File: config.mk
export PLATFORM = sky130hd
export DESIGN_NAME = mc_decoder
export DESIGN_NICKNAME = d
export VERILOG_FILES = /design/src/rtl/mc_pkg.sv /design/src/rtl/mc_decoder_alu_dec.sv /design/src/rtl/mc_decoder.sv
export SDC_FILE = /design/constraint.sdc
export NUM_CORES = 1
export LEC_CHECK = 0
export CORE_MARGIN = 10
export CORE_UTILIZATION = 30
export DETAILED_ROUTE_END_ITERATION = 12
export HOLD_SLACK_MARGIN = 0.02
export PLACE_DENSITY = 0.75
export SKIP_LAST_GASP = 1
export SLEW_MARGIN = 20
export SYNTH_ARGS = -nofsm -noshare
export SYNTH_HDL_FRONTEND = slang
export SYNTH_HIERARCHICAL = 1
export SYNTH_SLANG_ARGS = --single-unit
File: constraint.sdc
create_clock -name clk -period 1.6 [get_ports clk]
set_clock_uncertainty 0.15 [all_clocks]
set_input_delay 0.32 -clock clk [delete_from_list [all_inputs] [get_ports clk]]
set_output_delay 0.32 -clock clk [all_outputs]
set_load 0.02 [all_outputs]
File: src/rtl/mc_pkg.sv
// rtl/mc_pkg.sv - shared state encoding and datapath select constants for mc_decoder
package mc_pkg;

  typedef enum logic [3:0] {
    FETCH    = 4'd0,
    DECODE   = 4'd1,
    MEMADR   = 4'd2,
    MEMRD    = 4'd3,
    MEMWB    = 4'd4,
    MEMWR    = 4'd5,
    EXECUTER = 4'd6,
    EXECUTEI = 4'd7,
    ALUWB    = 4'd8,
    BRANCH   = 4'd9,
    UNKNOWN  = 4'd10
  } state_t;

  localparam logic [1:0] ALU_ADD = 2'b00;
  localparam logic [1:0] ALU_SUB = 2'b01;
  localparam logic [1:0] ALU_AND = 2'b10;
  localparam logic [1:0] ALU_ORR = 2'b11;

  localparam logic [1:0] OP_DP  = 2'b00;
  localparam logic [1:0] OP_MEM = 2'b01;
  localparam logic [1:0] OP_BR  = 2'b10;

  localparam logic [1:0] RES_ALUOUT    = 2'b00;
  localparam logic [1:0] RES_DATA      = 2'b01;
  localparam logic [1:0] RES_ALURESULT = 2'b10;

  localparam logic [1:0] SRCB_RM   = 2'b00;
  localparam logic [1:0] SRCB_IMM  = 2'b01;
  localparam logic [1:0] SRCB_FOUR = 2'b10;

endpackage

File: src/rtl/mc_decoder_alu_dec.sv
// rtl/mc_decoder_alu_dec.sv - combinational ALU control and flag-write decode
module alu_dec
  import mc_pkg::*;
(
  input  logic       ALUOp,
  input  logic [5:0] Funct,
  output logic [1:0] ALUControl,
  output logic [1:0] FlagW
);

  // The immediate bit plays no part in ALU selection.
  logic w_unused_imm;
  assign w_unused_imm = Funct[5];

  always_comb begin
    ALUControl = ALU_ADD;
    FlagW      = 2'b00;
    if (ALUOp) begin
      case (Funct[4:1])
        4'b0100: ALUControl = ALU_ADD;
        4'b0010: ALUControl = ALU_SUB;
        4'b0000: ALUControl = ALU_AND;
        4'b1100: ALUControl = ALU_ORR;
        default: ALUControl = ALU_ADD;
      endcase
      // Carry/overflow are only meaningful for arithmetic results.
      FlagW[1] = Funct[0];
      FlagW[0] = Funct[0] & ((ALUControl == ALU_ADD) | (ALUControl == ALU_SUB));
    end
  end

endmodule

File: src/rtl/mc_decoder.sv
// rtl/mc_decoder.sv - multicycle Moore control FSM with ALU and PC-write decode
module mc_decoder
  import mc_pkg::*;
(
  input  logic       clk,
  input  logic       reset,
  input  logic [1:0] Op,
  input  logic [5:0] Funct,
  input  logic [3:0] Rd,
  output logic       PCS,
  output logic       RegW,
  output logic       MemW,
  output logic [1:0] FlagW,
  output logic       NextPC,
  output logic       IRWrite,
  output logic       AdrSrc,
  output logic [1:0] ResultSrc,
  output logic       ALUSrcA,
  output logic [1:0] ALUSrcB,
  output logic [1:0] ImmSrc,
  output logic [1:0] RegSrc,
  output logic [1:0] ALUControl,
  output logic [3:0] StateDbg
);

  state_t r_state;
  logic   w_aluop;
  logic   w_branch;

  always_ff @(posedge clk) begin
    if (reset) begin
      r_state <= FETCH;
    end else begin
      case (r_state)
        FETCH:  r_state <= DECODE;
        DECODE: begin
          case (Op)
            OP_MEM:  r_state <= MEMADR;
            OP_DP:   r_state <= Funct[5] ? EXECUTEI : EXECUTER;
            OP_BR:   r_state <= BRANCH;
            default: r_state <= UNKNOWN;
          endcase
        end
        MEMADR:   r_state <= Funct[0] ? MEMRD : MEMWR;
        MEMRD:    r_state <= MEMWB;
        EXECUTER: r_state <= ALUWB;
        EXECUTEI: r_state <= ALUWB;
        default:  r_state <= FETCH;
      endcase
    end
  end

  always_comb begin
    NextPC    = 1'b0;
    IRWrite   = 1'b0;
    AdrSrc    = 1'b0;
    ResultSrc = RES_ALUOUT;
    ALUSrcA   = 1'b0;
    ALUSrcB   = SRCB_RM;
    RegW      = 1'b0;
    MemW      = 1'b0;
    w_aluop   = 1'b0;
    w_branch  = 1'b0;
    case (r_state)
      FETCH: begin
        IRWrite   = 1'b1;
        NextPC    = 1'b1;
        ALUSrcA   = 1'b1;
        ALUSrcB   = SRCB_FOUR;
        ResultSrc = RES_ALURESULT;
      end
      DECODE: begin
        ALUSrcA   = 1'b1;
        ALUSrcB   = SRCB_FOUR;
        ResultSrc = RES_ALURESULT;
      end
      MEMADR:   ALUSrcB = SRCB_IMM;
      MEMRD:    AdrSrc  = 1'b1;
      MEMWB: begin
        ResultSrc = RES_DATA;
        RegW      = 1'b1;
      end
      MEMWR: begin
        AdrSrc = 1'b1;
        MemW   = 1'b1;
      end
      EXECUTER: w_aluop = 1'b1;
      EXECUTEI: begin
        ALUSrcB = SRCB_IMM;
        w_aluop = 1'b1;
      end
      ALUWB:    RegW = 1'b1;
      BRANCH: begin
        ALUSrcB   = SRCB_IMM;
        ResultSrc = RES_ALURESULT;
        w_branch  = 1'b1;
      end
      default: ;
    endcase
  end

  alu_dec u_alu_dec (
    .ALUOp      (w_aluop),
    .Funct      (Funct),
    .ALUControl (ALUControl),
    .FlagW      (FlagW)
  );

  // A write to R15 is a jump, so it must go through the PC-write path.
  assign PCS      = (RegW & (Rd == 4'hF)) | w_branch;
  assign ImmSrc   = Op;
  assign RegSrc   = {Op == OP_MEM, Op == OP_BR};
  assign StateDbg = r_state;

endmodule
==> results_dict.tcl <==
set metrics [dict create \
    design.portCount 37 \
    critical_path.endpoint_type "primary output" \
    timing_max_transition_violations_final 0 \
    finalNetCount 127 \
    grt_first_pass_wirelength_microns 3215 \
    violations "negative setup slack" \
    post_drt_via_cell_ratio 4.976 \
    synth-warning-count 6 \
    gp_congestion 0.6933 \
    largest_reg_flops 4 \
    setup.worst_path.class "flop to primary output" \
    ctsHtreeMaxLevel 1 \
    mostFrequentLayoutCell "sky130_fd_sc_hd__buf_4" \
    setup_slack_ns -0.1871 \
    final_layout_size_suffix_gt1_share_pct 64.29 \
    synth.ff_latch_count 4 \
    worst_hold_path.endpoint "StateDbg[3]" \
    regToRegStartpoint "StateDbg[0]" \
    min_period_ns 1.787 \
    postPlaceCellArea_sq_um 987.2 \
    worst_r2r_endpoint "StateDbg[1]" \
    clockBufferDepth 2 \
    numCtsBuffers 3 \
    hold_path_class "flop to flop" \
    post_synth_instance_area_sq_um 435.4 \
    port_buffers 36 \
    grt_remaining_overflow 0 \
    detailedRoute.firstPassIterationCount 5 \
    crit_path_required_time_ns 1.13 \
    critPathLaunchType "flop" \
    clock-sinks 4 \
    drt-wirelength-per-cell_microns 17.13 \
    final-setup-viol-count 15 \
    worst_path_maximum_fanout 5 \
    design.core.area_sq_mm 0.001334 \
    grtUsageTotal_pct 11.75 \
    worst_hold_path.num_cells 2 \
    timing.final.crit_share_pct 111.7 \
    rsz_0062_raised_after_global_routing "yes" \
    worst_hold_startpoint "StateDbg[3]" \
    placement_rows 13 \
    p_leak_nw 0.4937 \
    netlist-cell-type-count 28 \
    cap_violations 0 \
    fmax_mhz 559.6 \
    antenna-diode-count 0 \
    worstPathArrival_ns 1.32 \
    post_route_cell_area_sq_mm 0.001136 \
    initial_antenna_violation_count 0 \
    dieHeight_microns 58.10 \
    die_w_microns 58.10 \
    ir_drop_mv 0.5332 \
    timing.final.hold_violations 0 \
    clk_pin_slew_worst_paths_ns 0.04 \
    ant_nets 0 \
    hpwlAfterDp_microns 1570 \
    crit_path_cell_trace "and3b_1, nand2b_1, nor3_4, buf_6" \
    cts_tree "yes" \
    outcome "finished with violations" \
    drc 0 \
    crit_path_top_delay_cell "sky130_fd_sc_hd__dfxtp_4" \
    die_area_sq_mm 0.003375 \
    timing.slew.headroom_pct 84.31 \
    synthesized_nets 69 \
    worstMarginPinSlew_ns 0.2342 \
    fillers 81 \
    synth_area_per_cell_sq_um 7.917 \
    mostFrequentLayoutCells "28 x sky130_fd_sc_hd__buf_4, 13 x sky130_fd_sc_hd__dlygate4sd2_1, 12 x sky130_fd_sc_hd__buf_6" \
    final.setup.tns_ns -1.624 \
    dr_vias 632 \
    via_count_of_the_first_global_routing_pass 673 \
    worst_path_largest_cell_delay_ns 0.37 \
    grt_max_degree 9 \
    r2r_slack_ns 0.16 \
    cts.hold.buffers_added 0 \
    initial_utilization_pct 32.65 \
    ff2ff_path_depth 5 \
    power_density_mw_per_mm2 627.9 \
    clk-insertion-delay-late_ns 0.24 \
    wl_microns 2175 \
    synth_to_layout_area_growth_pct 160.9 \
    synth.yosys.seq_area_share_pct 18.39 \
    ctsRootBufferMaster "sky130_fd_sc_hd__clkbuf_4" \
    synthCells 55 \
    detail_route.iter0.violations 10 \
]
[worst max-delay path by stage]
stage	startpoint	end	slack, ns	cells after the start
CTS	StateDbg[3]	RegW	-0.17	3
global placement	Funct[4]	ALUControl[0]	-0.78	4
detailed placement	Funct[4]	ALUControl[0]	-0.82	4
floorplan	StateDbg[1]	NextPC	-0.07	4
global route	StateDbg[3]	ALUControl[1]	-0.23	4
finish	StateDbg[3]	ALUControl[1]	-0.19	4
[layout make-up]
| class | instances | area, sq um | area share (%) |
|---|---|---|---|
| Sequential cell | 4 | 95.09 | 8.370 |
| Multi-Input combinational cell | 41 | 432.9 | 38.11 |
| Inverter | 1 | 7.507 | 0.6608 |
| Clock buffer | 4 | 26.28 | 2.313 |
| Timing Repair Buffer | 62 | 555.5 | 48.90 |
| Tap cell | 15 | 18.77 | 1.652 |
[power breakdown]
part	switching, mW	internal (mW)	leakage, nW
clock network	0.0468	0.0940	0.0150
logic	0.209	0.235	0.443
registers	0.0196	0.109	0.0356
total	0.275	0.438	0.494
[routing by layer]
layer / share of wire [%] / vias to the layer above / GRT usage (%) / wire length [microns]
met4: 0 / 0 / 0 / 0
met2: 55 / 23 / 22.70 / 1197
met1: 38 / 302 / 11.76 / 829
met5: 0 / - / 0 / 0
li1: - / 307 / - / -
met3: 6.8 / 0 / 5.447 / 147
[cell families after synthesis]
| logic type | Yosys count | synth area share, % |
|---|---|---|
| buffers and inverters | 10 | 16.95 |
| AOI/OAI and AO/OA | 11 | 19.25 |
| DFF | 4 | 18.39 |
| and+or+nand+nor | 26 | 37.36 |
| xor gates and xnor gates | 4 | 8.047 |
[per-stage QoR]
stage	total power, mW	util (%)	std cells	hold slack, ns	setup WS (ns)
6_report	0.7134	85.18	127	0.4903	-0.1871
5_1_grt	0.7469	85.18	127	0.5108	-0.2298
4_1_cts	0.6660	78.52	123	0.4489	-0.1725
3_5_place_dp	0.5219	74.02	115	0.4349	-0.8220
3_3_place_gp	0.5159	74.02	115	0.4292	-0.7767
2_1_floorplan	0.3413	-	55	0.2394	-0.07273
[critical path: cells and delay by family, from the launching register on]
kind,cells,cell delay (ns)
and+or+nand+nor,3,0.57
DFF,1,0.37
buffers and inverters,1,0.14
[repair_timing]
| action | 4_1_cts | 5_1_grt |
|---|---|---|
| setup endpoints to repair | 23 | 16 |
| pin swaps | 9 | 4 |
| buffers inserted | 4 | 4 |
| resized for setup | 115 | 18 |
[cell usage after synthesis, drive strengths merged]
master	n	area [sq um]
nand2b	3	18.77
a22oi	2	15.01
and2	1	6.260
nor3	5	25.02
o31a	1	10.01
a21oi	2	10.01
xor2	1	8.760
or3	1	6.260
nor4	1	6.260
nand2	2	7.510
a2111oi	1	15.01
nor2	3	11.26
or3b	1	8.760
nor4b	2	17.52
nand3b	2	15.01
xnor2	3	26.28
nor3b	1	12.51
nor2b	3	18.77
a211oi	1	7.510
dfxtp	4	80.08
buf	9	70.07
and3b	1	8.760
o21ai	2	10.01
o31ai	1	7.510
a41oi	1	8.760
inv	1	3.750
(Power assumes the default switching activity.)
